**src/rtl/cd_timer_pkg.sv**
```systemverilog
// Shared definitions for the countdown/stopwatch timer: FSM encoding,
// BCD digit limits and the width of the seconds-per-minute counter.
package cd_timer_pkg;

  typedef enum logic [1:0] {
    ST_IDLE  = 2'd0,
    ST_RUN   = 2'd1,
    ST_PAUSE = 2'd2,
    ST_DONE  = 2'd3
  } state_t;

  localparam int unsigned HOUR_MAX  = 23;
  localparam int unsigned MIN_MAX   = 59;
  localparam int unsigned SEC_CNT_W = 7;

endpackage

```
**src/rtl/bcd_mod_counter.sv**
```systemverilog
// Two-digit BCD counter with a parameterised maximum value.
// Ports: clk, rst (async, active high); inc/dec/load controls (load > inc > dec);
//        load_tens/load_ones load value; tens/ones registered digits;
//        carry_c high when an inc wraps MAX->00, borrow_c when a dec wraps 00->MAX.
module bcd_mod_counter #(
  parameter int unsigned MAX = 59
) (
  input  logic       clk,
  input  logic       rst,
  input  logic       inc,
  input  logic       dec,
  input  logic       load,
  input  logic [3:0] load_tens,
  input  logic [3:0] load_ones,
  output logic [3:0] tens,
  output logic [3:0] ones,
  output logic       carry_c,
  output logic       borrow_c
);

  localparam logic [3:0] MAX_T = 4'(MAX / 10);
  localparam logic [3:0] MAX_O = 4'(MAX % 10);

  logic at_max;
  logic at_zero;

  assign at_max   = (tens == MAX_T) && (ones == MAX_O);
  assign at_zero  = (tens == 4'd0) && (ones == 4'd0);
  assign carry_c  = inc && !load && at_max;
  assign borrow_c = dec && !load && !inc && at_zero;

  // Digit register: units roll over at 9, whole value wraps at MAX.
  always_ff @(posedge clk or posedge rst) begin
    if (rst) begin
      tens <= 4'd0;
      ones <= 4'd0;
    end else if (load) begin
      tens <= load_tens;
      ones <= load_ones;
    end else if (inc) begin
      if (at_max) begin
        tens <= 4'd0;
        ones <= 4'd0;
      end else if (ones == 4'd9) begin
        tens <= tens + 4'd1;
        ones <= 4'd0;
      end else begin
        ones <= ones + 4'd1;
      end
    end else if (dec) begin
      if (at_zero) begin
        tens <= MAX_T;
        ones <= MAX_O;
      end else if (ones == 4'd0) begin
        tens <= tens - 4'd1;
        ones <= 4'd9;
      end else begin
        ones <= ones - 4'd1;
      end
    end
  end

endmodule

```
**src/rtl/cd_timer_core.sv**
```systemverilog
// Countdown (HH:MM) / stopwatch (MM:SS) timer core with an editable preset.
// Ports: clk, rst (async, active high); set (edit preset), count_up_down
//        (1 = countdown, 0 = stopwatch), start_stop pulse, inc_h/inc_m pulses;
//        f_h1..f_m2 preset, h1/h2/m1_d/m2_d countdown, m1_up..s2_up stopwatch
//        (all BCD); done high while the countdown has expired.
module cd_timer_core
  import cd_timer_pkg::*;
#(
  parameter int unsigned CLK_PER_SEC = 100_000_000,
  parameter int unsigned SEC_PER_MIN = 60
) (
  input  logic       clk,
  input  logic       rst,
  input  logic       set,
  input  logic       count_up_down,
  input  logic       start_stop,
  input  logic       inc_h,
  input  logic       inc_m,
  output logic [3:0] f_h1,
  output logic [3:0] f_h2,
  output logic [3:0] f_m1,
  output logic [3:0] f_m2,
  output logic [3:0] h1,
  output logic [3:0] h2,
  output logic [3:0] m1_d,
  output logic [3:0] m2_d,
  output logic [3:0] m1_up,
  output logic [3:0] m2_up,
  output logic [3:0] s1_up,
  output logic [3:0] s2_up,
  output logic       done
);

  localparam int unsigned PRESC_W = (CLK_PER_SEC > 1) ? $clog2(CLK_PER_SEC) : 1;
  localparam logic [PRESC_W-1:0]   PRESC_TC = PRESC_W'(CLK_PER_SEC - 1);
  localparam logic [SEC_CNT_W-1:0] SEC_TC   = SEC_CNT_W'(SEC_PER_MIN - 1);

  state_t               state_q, state_d;
  logic [PRESC_W-1:0]   presc_q;
  logic [SEC_CNT_W-1:0] sec_cnt_q;
  logic                 set_q;
  logic                 mode_q;

  logic sec_tick_c, mode_chg_c, set_ok_c, set_fall_c, run_en_c;
  logic min_tick_c, cd_zero_c, cd_one_c, expire_c;
  logic load_cd_c, clr_done_c, set_done_c;
  logic cd_m_borrow, sw_s_carry;

  logic pre_h_carry_unused, pre_h_borrow_unused;
  logic pre_m_carry_unused, pre_m_borrow_unused;
  logic cd_h_carry_unused, cd_h_borrow_unused, cd_m_carry_unused;
  logic sw_s_borrow_unused, sw_m_carry_unused, sw_m_borrow_unused;

  assign sec_tick_c = (state_q == ST_RUN) && (presc_q == PRESC_TC);
  assign mode_chg_c = (count_up_down != mode_q);
  // Preset editing is locked out while running.
  assign set_ok_c   = set && (state_q != ST_RUN);
  assign set_fall_c = set_q && !set && (state_q != ST_RUN);
  // A mode change pauses the run, so nothing advances in that cycle.
  assign run_en_c   = (state_q == ST_RUN) && !mode_chg_c;
  assign min_tick_c = run_en_c && count_up_down && sec_tick_c && (sec_cnt_q == SEC_TC);
  assign cd_zero_c  = ({h1, h2, m1_d, m2_d} == 16'h0000);
  assign cd_one_c   = ({h1, h2, m1_d, m2_d} == 16'h0001);
  // Expiry coincides with the decrement that lands on 00:00, or is immediate
  // when a run starts from 00:00.
  assign expire_c   = run_en_c && count_up_down && (cd_zero_c || (min_tick_c && cd_one_c));

  // State register
  always_ff @(posedge clk or posedge rst) begin
    if (rst) state_q <= ST_IDLE;
    else     state_q <= state_d;
  end

  // Next-state and control decode; set edge > mode change > expiry > start_stop
  always_comb begin
    state_d    = state_q;
    load_cd_c  = 1'b0;
    clr_done_c = 1'b0;
    set_done_c = 1'b0;
    if (set_fall_c) begin
      state_d    = ST_IDLE;
      load_cd_c  = 1'b1;
      clr_done_c = 1'b1;
    end else if (mode_chg_c) begin
      if (state_q == ST_RUN) state_d = ST_PAUSE;
    end else if (expire_c) begin
      state_d    = ST_DONE;
      set_done_c = 1'b1;
    end else if (start_stop && !set) begin
      case (state_q)
        ST_IDLE, ST_PAUSE: state_d = ST_RUN;
        ST_RUN:            state_d = ST_PAUSE;
        ST_DONE: begin
          state_d    = ST_IDLE;
          load_cd_c  = 1'b1;
          clr_done_c = 1'b1;
        end
        default:           state_d = ST_IDLE;
      endcase
    end
  end

  // Prescaler, seconds-per-minute counter, edge trackers and done flag
  always_ff @(posedge clk or posedge rst) begin
    if (rst) begin
      presc_q   <= '0;
      sec_cnt_q <= '0;
      set_q     <= 1'b0;
      mode_q    <= 1'b0;
      done      <= 1'b0;
    end else begin
      set_q  <= set;
      mode_q <= count_up_down;

      if (state_q == ST_RUN)       presc_q <= sec_tick_c ? '0 : presc_q + PRESC_W'(1);
      else if (state_q == ST_IDLE) presc_q <= '0;

      if ((state_q == ST_IDLE) || load_cd_c)           sec_cnt_q <= '0;
      else if (run_en_c && count_up_down && sec_tick_c) sec_cnt_q <= min_tick_c ? '0 : sec_cnt_q + SEC_CNT_W'(1);

      if (set_done_c)      done <= 1'b1;
      else if (clr_done_c) done <= 1'b0;
    end
  end

  bcd_mod_counter #(.MAX(HOUR_MAX)) u_pre_h (
    .clk(clk), .rst(rst), .inc(set_ok_c && inc_h), .dec(1'b0), .load(1'b0),
    .load_tens(4'd0), .load_ones(4'd0), .tens(f_h1), .ones(f_h2),
    .carry_c(pre_h_carry_unused), .borrow_c(pre_h_borrow_unused)
  );

  bcd_mod_counter #(.MAX(MIN_MAX)) u_pre_m (
    .clk(clk), .rst(rst), .inc(set_ok_c && inc_m), .dec(1'b0), .load(1'b0),
    .load_tens(4'd0), .load_ones(4'd0), .tens(f_m1), .ones(f_m2),
    .carry_c(pre_m_carry_unused), .borrow_c(pre_m_borrow_unused)
  );

  bcd_mod_counter #(.MAX(MIN_MAX)) u_cd_m (
    .clk(clk), .rst(rst), .inc(1'b0), .dec(min_tick_c && !cd_zero_c), .load(load_cd_c),
    .load_tens(f_m1), .load_ones(f_m2), .tens(m1_d), .ones(m2_d),
    .carry_c(cd_m_carry_unused), .borrow_c(cd_m_borrow)
  );

  bcd_mod_counter #(.MAX(HOUR_MAX)) u_cd_h (
    .clk(clk), .rst(rst), .inc(1'b0), .dec(cd_m_borrow), .load(load_cd_c),
    .load_tens(f_h1), .load_ones(f_h2), .tens(h1), .ones(h2),
    .carry_c(cd_h_carry_unused), .borrow_c(cd_h_borrow_unused)
  );

  bcd_mod_counter #(.MAX(MIN_MAX)) u_sw_s (
    .clk(clk), .rst(rst), .inc(run_en_c && !count_up_down && sec_tick_c), .dec(1'b0),
    .load(1'b0), .load_tens(4'd0), .load_ones(4'd0), .tens(s1_up), .ones(s2_up),
    .carry_c(sw_s_carry), .borrow_c(sw_s_borrow_unused)
  );

  bcd_mod_counter #(.MAX(MIN_MAX)) u_sw_m (
    .clk(clk), .rst(rst), .inc(sw_s_carry), .dec(1'b0), .load(1'b0),
    .load_tens(4'd0), .load_ones(4'd0), .tens(m1_up), .ones(m2_up),
    .carry_c(sw_m_carry_unused), .borrow_c(sw_m_borrow_unused)
  );

endmodule

```
**config.mk**
```make
export PLATFORM = sky130hd
export DESIGN_NAME = cd_timer_core
export DESIGN_NICKNAME = d
export VERILOG_FILES = /design/src/rtl/cd_timer_pkg.sv /design/src/rtl/bcd_mod_counter.sv /design/src/rtl/cd_timer_core.sv
export SDC_FILE = /design/constraint.sdc
export NUM_CORES = 1
export LEC_CHECK = 0
export CORE_UTILIZATION = 40
export CTS_BUF_LIST = sky130_fd_sc_hd__clkbuf_8 sky130_fd_sc_hd__clkbuf_16
export CTS_CLUSTER_SIZE = 20
export DETAILED_ROUTE_END_ITERATION = 16
export HOLD_SLACK_MARGIN = 0.1
export SKIP_LAST_GASP = 1
export SYNTH_ARGS = -nofsm -noshare
export SYNTH_HDL_FRONTEND = slang
export SYNTH_HIERARCHICAL = 1
export SYNTH_SLANG_ARGS = --single-unit
```
**constraint.sdc**
```tcl
create_clock -name clk -period 4 [get_ports clk]
set_clock_uncertainty 0.15 [all_clocks]
set_input_delay 1 -clock clk [delete_from_list [all_inputs] [get_ports clk]]
set_output_delay 1 -clock clk [all_outputs]
set_load 0.01 [all_outputs]
```
Word-level counts from Yosys, hierarchy flattened:

Index checks and enable logic that the tools add are counted.

* flip-flop bits (word level): 87
* output and inout port bits: 49

* $add $sub $neg: 14
* eq/ne operators: 18
* muxes and demuxes: 54
* reduce and logical (&&, ||, !) cells: 58

Operators by type and width (count)
* 2-to-1 mux 4 bit: 32
* 2-to-1 mux 27 bit: 3
* adder 4 x 1 -> 4 bit, second input constant: 8
* adder 27 x 1 -> 27 bit, second input constant: 1
* == test 27 bit, second input constant: 1
* logical AND 1 bit: 25
* 2-to-1 mux 7 bit: 3
* nonzero test 2 bit: 9
* == test 16 x 1 -> 1 bit, second input constant: 1
* == test 4 bit, second input constant: 4
* zero test 16 bit: 1
* zero test 4 bit: 4
* subtractor 4 x 1 -> 4 bit, second input constant: 4
* AND reduction 2 bit: 7
* == test 4 x 3 -> 1 bit, second input constant: 3
* 2-to-1 mux 1 bit: 10
* 2-to-1 mux 2 bit: 5
* == test 4 x 2 -> 1 bit, second input constant: 2
* adder 7 x 1 -> 7 bit, second input constant: 1
* == test 7 x 6 -> 1 bit, second input constant: 1
* case mux 2 bit (3 select lines): 1
* nonzero test 3 bit: 2
* zero test 1 bit: 5
* == test 2 bit, second input constant: 2
* other kinds (8): 9

Longest topological paths before layout:

Gate-level depths: netlist of the first run.

* depth in word-level cells: 17
* depth in mapped cells: 13
* depth with buffers taken out: 11

By module:

The synthesis of the first run kept the hierarchy.

By module, submodules not included
* bcd_mod_counter at u_cd_m ...: times used 4, cells each 97, area each 818.3 µm²
* cd_timer_core: times used 1, cells each 263, area each 2293.4 µm²
* bcd_mod_counter at u_cd_h ...: times used 2, cells each 105, area each 895.9 µm²

Worst setup path before layout of the first run:

No wires, ideal clock.

* path kind: register to register
* start point: register presc_q[19]
* end point: register u_sw_m.ones[0]
* data arrival time: 3.594 ns
* data required time: 3.718 ns
* path slack: 0.124 ns
* cell stages (with the launch flop): 12
* buffers on the path: 1
* path through: dfrtp_1 -> or4b_4 -> or4_4 -> or3_1 -> nor4_1 -> nand2b_1 -> nor2_1 -> buf_2 -> and3b_1 -> o21ai_0 -> a221oi_1 -> a21oi_1

* cells in the longest elaborated chain, start to end: 4

RTL lines
* from (decl): line cd_timer_core.sv:39 `logic [PRESC_W-1:0] presc_q;`
* from (signal assigned): line cd_timer_core.sv:115 `if (state_q == ST_RUN) presc_q <= sec_tick_c ? '0 : presc_q + PRESC_W'(1);`
* == test 27 bit: line cd_timer_core.sv:54 `assign sec_tick_c = (state_q == ST_RUN) && (presc_q == PRESC_TC);`
* logical AND 1 bit: line cd_timer_core.sv:54
* logical AND 1 bit: line cd_timer_core.sv:151 `.clk(clk), .rst(rst), .inc(run_en_c && !count_up_down && sec_tick_c), .dec(1'b0),`
* logical AND 1 bit: line bcd_mod_counter.sv:29 `assign carry_c = inc && !load && at_max;`
* via sw_s_carry: line cd_timer_core.sv:47 `logic cd_m_borrow, sw_s_carry;`
* to (signal assigned): line bcd_mod_counter.sv:39 `ones <= load_ones;`
* to (signal assigned): line bcd_mod_counter.sv:48 `ones <= ones + 4'd1;`
* to (signal assigned): line bcd_mod_counter.sv:58 `ones <= ones - 4'd1;`
* to (decl): line bcd_mod_counter.sv:16 `output logic [3:0] ones,`

The timed path passes the listed nets, and every way through them passes these cells.
A chain may end at the register's enable or synchronous reset.

Final worst setup path of the first run:

* start point: register presc_q[19]
* end point: register u_sw_m.tens[0]

* cells in the longest elaborated chain, start to end: 5

RTL lines
* == test 27 bit: line cd_timer_core.sv:54
* logical AND 1 bit: line cd_timer_core.sv:54
* logical AND 1 bit: line cd_timer_core.sv:151
* logical AND 1 bit: line bcd_mod_counter.sv:29
* via sw_s_carry: line cd_timer_core.sv:47
* AND reduction 2 bit (no line)
* to (signal assigned): line bcd_mod_counter.sv:38 `tens <= load_tens;`
* to (signal assigned): line bcd_mod_counter.sv:45 `tens <= tens + 4'd1;`
* to (signal assigned): line bcd_mod_counter.sv:55 `tens <= tens - 4'd1;`
* to (decl): line bcd_mod_counter.sv:15 `output logic [3:0] tens,`

The timed path passes the listed nets, and every way through them passes these cells.

==> results_dict.tcl, run 1 <==
set metrics [dict create \
    clock.fmax_ghz 0.275 \
    clockBufferDepth 2 \
    finalHoldViolCount 0 \
    p_switching_w 0.00150 \
    grt_pass1_vias 6051 \
    cts_tree "built" \
    num_vias 6710 \
    timing.rr.start "presc_q[19]" \
    synth_warnings 6 \
    drt_iter0_markers 384 \
    vias_per_cell 5.58 \
    power.leakage_nw 3.54 \
    grt_use_total 0.205 \
    cts-root-buf "clkbuf_16" \
    dp_cells 1187 \
    drc_errors 0 \
    cp.arrival_ns 3.74 \
    portBuffers 55 \
    finalSetupViolCount 0 \
    status "finished, final reports clean" \
    crit_chain "or4b_4, or4_4, or3_1, nor4_2, nand2b_1, nor2_1, buf_4, nand2b_1, o2bb2ai_2, a22oi_1, o31ai_1" \
    final_antenna_net_count 0 \
    min_from "done" \
    nNetsFinal 1014 \
    cts_resized 0 \
    power_frac_seq 0.371 \
    reg2reg_slack_ns 0.37 \
    clkPwrFrac 0.241 \
    hold_buffers 0 \
    worst_slew_pin_slew_ns 0.816 \
    cp_slowest_cell "or4_4" \
    r2r-end "u_sw_m/tens[0]" \
    routabilityCongestion 0.874 \
    startpoint_type "flip-flop" \
    grt_max_degree 34 \
    path_class "reg2reg" \
    start_util 0.408 \
    h-tree-depth 3 \
    num_io_pins 56 \
    wl_per_cell_um 15.2 \
    synth_area_mm2 0.00730 \
    rsz0062_at_grt "false" \
    cp.buffers_inverters 1 \
    wirelength_um 18300 \
    hold_end "done" \
    cts_made_buffers 9 \
    final_common_cell "dfrtp_1" \
    avgSynthCellArea_um2 8.63 \
    slew_headroom 0.454 \
    syn_to_final_growth_pct 18.1 \
    timing.final.crit_share 0.907 \
    hold_depth 2 \
    clock_sinks 87 \
    p_sw_frac 0.400 \
    synth_cells 846 \
    layout_common_cells "dfrtp_1, conb_1, inv_1" \
    rows 49 \
    cp-end-kind "flip-flop" \
    path_clk_slew_ns 0.07 \
    cts_setup_buffers 0 \
    cpMostUsedCell "nand2b_1" \
    totalNegativeSetupSlack_ns 0 \
    post-dp-hpwl_um 13000 \
    diodes 0 \
    reg2reg_depth 11 \
    cap_viol_max_count 0 \
    dieArea_mm2 0.0188 \
    power_frac_comb 0.388 \
    grt.overflow.total 0 \
    clk-insertion-delay-late_ns 0.36 \
    grt_pass1_wl_um 30700 \
    hp-class "reg2reg" \
    antenna_found_initial 0 \
    die_y_um 137 \
    period_minus_slack_ns 3.63 \
    p_per_area_mw_per_mm2 437 \
    final-instance-count-excl-fill 1203 \
    cp_top_family "simple AND/OR/NAND/NOR gates" \
    drive_above_1_share 0.0780 \
    max-vdd-ir-drop_mv 0.315 \
    firstDrtPassIters 5 \
    cp_max_fo 15 \
    report.final.slew_viol_count 0 \
    intPower_w 0.00226 \
    die_x_um 137 \
    core_area_mm2 0.0179 \
    cp_data_required_time_ns 4.11 \
    critPathMaxStageDelay_ns 0.60 \
]
## worst max path at each step
| stage | cells after the start | endpoint | from | slack (ns) |
|---|---|---|---|---|
| finish | 11 | u_sw_m/tens[0] | presc_q[19] | 0.37 |
| global route | 11 | u_sw_m/tens[0] | presc_q[19] | 0.05 |
| CTS | 11 | u_cd_h/tens[0] | presc_q[19] | 0.36 |
| detailed placement | 11 | u_sw_m/tens[0] | presc_q[19] | 0.39 |
| global placement | 11 | u_sw_m/tens[1] | presc_q[19] | 0.45 |
| floorplan | 11 | u_sw_m/ones[0] | presc_q[19] | 0.12 |
## worst register-to-register path, cell delays in order, from the launching register on
cell,delay [ns]
dfrtp_1,0.41
or4b_4,0.55
or4_4,0.60
or3_1,0.42
nor4_2,0.22
nand2b_1,0.11
nor2_1,0.14
buf_4,0.22
nand2b_1,0.20
o2bb2ai_2,0.31
a22oi_1,0.11
o31ai_1,0.09
## through the flow
stage | utilization | setup WS (ns) | hold WS, ns | total power (W) | cell area (um2)
global placement | 0.464 | 0.446 | 0.363 | 0.00285 | 8310
detailed placement | 0.464 | 0.385 | 0.375 | 0.00285 | 8310
finish | 0.481 | 0.370 | 0.383 | 0.00376 | 8620
floorplan | - | 0.124 | 0.329 | 0.00235 | 7610
CTS | 0.481 | 0.358 | 0.391 | 0.00377 | 8620
global route | 0.481 | 0.0501 | 0.410 | 0.00402 | 8620
## flip-flops by register name (all words and copies together), names as in the netlist
register	cells
u_sw_s/ones	4
u_sw_m/tens	4
done	1
u_pre_h/tens	4
sec_cnt_q	7
u_cd_h/ones	4
u_pre_m/ones	4
presc_q	27
u_pre_m/tens	4
state_q	2
u_cd_h/tens	4
u_sw_s/tens	4
set_q	1
u_cd_m/tens	4
u_sw_m/ones	4
u_cd_m/ones	4
u_pre_h/ones	4
mode_q	1
## cell type report
class                      count  area (um2)
tap                          229         287
sequential                    87        2180
clock buffer                  10         239
timing repair buffer          71         671
inverter                      65         244
multi-input combinational    735        4930
clock inverter                 6        72.6
fill                        1744        9280
## per-layer routing
metal | part of all wire | vias to the layer above | track usage
li1 | - | 3343 | -
met1 | 0.50 | 3199 | 0.293
met2 | 0.44 | 148 | 0.313
met3 | 0.039 | 20 | 0.0289
met4 | 0.019 | 0 | 0.0726
met5 | 0 | - | 0
## power by group through the flow
stage | Clock (W) | Sequential [W] | Combinational, W
6_report | 0.000907 | 0.00140 | 0.00146
5_1_grt | 0.000957 | 0.00144 | 0.00162
4_1_cts | 0.000928 | 0.00139 | 0.00145
3_5_place_dp | 0 | 0.00141 | 0.00144
3_3_place_gp | 0 | 0.00142 | 0.00143
2_1_floorplan | 0 | 0.00130 | 0.00105
Power figures use the tool's default switching activity.
==> inputs of run 2 (changes only) <==
CAP_MARGIN = 0   (was not set)
CORE_MARGIN = 4   (was not set)
==> run 2 against run 1 <==
Compared with the run above:
- total power shrank 1.7%
- global-route usage shrank 2.0 points
- critical path depth is the same
- hold slack lost 0.0065 ns
- cell count shrank 0.42%
- combinational power is essentially flat
- largest cell class unchanged
- non-clock buffer count shrank 1
==> results_dict.tcl, run 2 (synthesis gave the netlist of run 1 again) <==
set metrics [dict create \
    cts-root-buf "clkbuf_16" \
    cap_viol_max_count 0 \
    die_x_um 143 \
    clk-insertion-delay-late_ns 0.35 \
    hp-class "reg2reg" \
    power.leakage_nw 3.52 \
    cp-end-kind "flip-flop" \
    largest_register_ffs 27 \
    syn_to_final_growth_pct 17.4 \
    slew_headroom 0.460 \
    timing.final.crit_share 0.910 \
    fin_util 0.477 \
    multi_input_area_mm2 0.00493 \
    drc_errors 0 \
    finalHoldViolCount 0 \
    vias_per_cell 5.55 \
    path_clk_slew_ns 0.06 \
    portBuffers 55 \
    path_class "reg2reg" \
    power_w 0.00370 \
    grt_pass1_vias 6265 \
    r2r-end "u_cd_h/tens[2]" \
    hold_depth 1 \
    setup_ws_ns 0.360 \
    final_common_cell "dfrtp_1" \
    post-dp-hpwl_um 13100 \
    num_vias 6643 \
    firstDrtPassIters 5 \
    cp_data_required_time_ns 4.08 \
    drive_above_1_share 0.0733 \
    cp.arrival_ns 3.72 \
    final_area_mm2 0.00857 \
    hold_end "presc_q[20]" \
    wirelength_um 18400 \
    final_antenna_net_count 0 \
    cp_max_fo 4 \
    startpoint_type "flip-flop" \
    fill_cells 1751 \
    rows 49 \
    grt_use_total 0.185 \
    cts_resized 0 \
    drt_iter0_markers 418 \
    grt.overflow.total 0 \
    min_from "presc_q[20]" \
    top_register "presc_q" \
    cts_made_buffers 9 \
    dieArea_mm2 0.0205 \
    status "finished, final reports clean" \
    antenna_found_initial 0 \
    timing.rr.start "presc_q[19]" \
    totalNegativeSetupSlack_ns 0 \
    cts_setup_buffers 0 \
    routabilityCongestion 0.836 \
    h-tree-depth 3 \
    clock.fmax_ghz 0.275 \
    period_minus_slack_ns 3.64 \
    reg2reg_depth 11 \
    max-vdd-ir-drop_mv 0.311 \
    diodes 0 \
    finalSetupViolCount 0 \
    worst_slew_pin_slew_ns 0.807 \
    num_io_pins 56 \
    die_y_um 143 \
    p_per_area_mw_per_mm2 432 \
    wl_per_cell_um 15.4 \
    rsz0062_at_grt "false" \
    hold_buffers 0 \
    reg2reg_slack_ns 0.36 \
    start_util 0.406 \
    report.final.slew_viol_count 0 \
    layout_common_cells "dfrtp_1, conb_1, inv_1" \
    seq_area_mm2 0.00218 \
    cts_tree "built" \
    clock_sinks 87 \
    nNetsFinal 1013 \
    grt_pass1_wl_um 31500 \
    placed_area_mm2 0.00830 \
    grt_max_degree 35 \
    clockBufferDepth 2 \
    reg_top3 "presc_q (27), sec_cnt_q (7)" \
    core_area_mm2 0.0180 \
    dp_slack_ns 0.350 \
]
run 2: cell count changes in the layout (fill, tap and decap cells not counted):
cell,change
inv_6,-4
buf_4,-1
clkinv_2,+1
clkinvlp_4,-1
run 2: worst max-delay path, stage by stage, from the launching register on:
cell and delay [ns]:
dfrtp_1 0.41, or4b_4 0.55, or4_4 0.59, or3_1 0.44, nor4_1 0.29, buf_4 0.18
nand2_1 0.05, nor2_1 0.13, nor2b_1 0.20, a21oi_1 0.15, a211oi_1 0.28, o2bb2ai_1 0.09
run 2: per-stage QoR:
step / instances / hold WS, ns
CTS: 1198 / 0.377
detailed placement: 1186 / 0.362
floorplan: 928 / 0.329
finish: 1198 / 0.377
global placement: 1186 / 0.360
global route: 1198 / 0.412
run 2: power breakdown:
part	leakage [nW]	switching, W	total, W	internal (W)
Combinational	2.28	0.000730	0.00146	0.000732
Clock	0.136	0.000354	0.000841	0.000487
Sequential	1.11	0.000381	0.00140	0.00102
Total	3.52	0.00146	0.00370	0.00223
run 2: cell type report:
class / instances / area share
Clock buffer: 10 / 0.0279
Clock inverter: 2 / 0.00409
Inverter: 65 / 0.0285
Multi-Input combinational cell: 735 / 0.575
Sequential cell: 87 / 0.254
Tap cell: 229 / 0.0334
Timing Repair Buffer: 70 / 0.0773
run 2: worst max-delay path by stage:
| stage | depth (start not counted) | end | slack, ns | from |
|---|---|---|---|---|
| after floorplan | 11 | u_sw_m/ones[0] | 0.12 | presc_q[19] |
| after global placement | 11 | u_cd_h/tens[2] | 0.45 | presc_q[19] |
| after detailed placement | 11 | u_cd_h/tens[3] | 0.35 | count_up_down |
| after CTS | 11 | u_cd_h/tens[2] | 0.40 | presc_q[19] |
| after global routing | 11 | u_cd_h/tens[2] | 0.14 | presc_q[19] |
| final | 11 | u_cd_h/tens[2] | 0.36 | presc_q[19] |
run 2: layer usage:
metal | global-route usage | wire, um | up-vias
met1 | 0.268 | 9300 | 3158
met4 | 0.0485 | 185 | 0
met3 | 0.0221 | 588 | 15
met2 | 0.292 | 8380 | 124
met5 | 0 | 0 | -
li1 | - | - | 3346
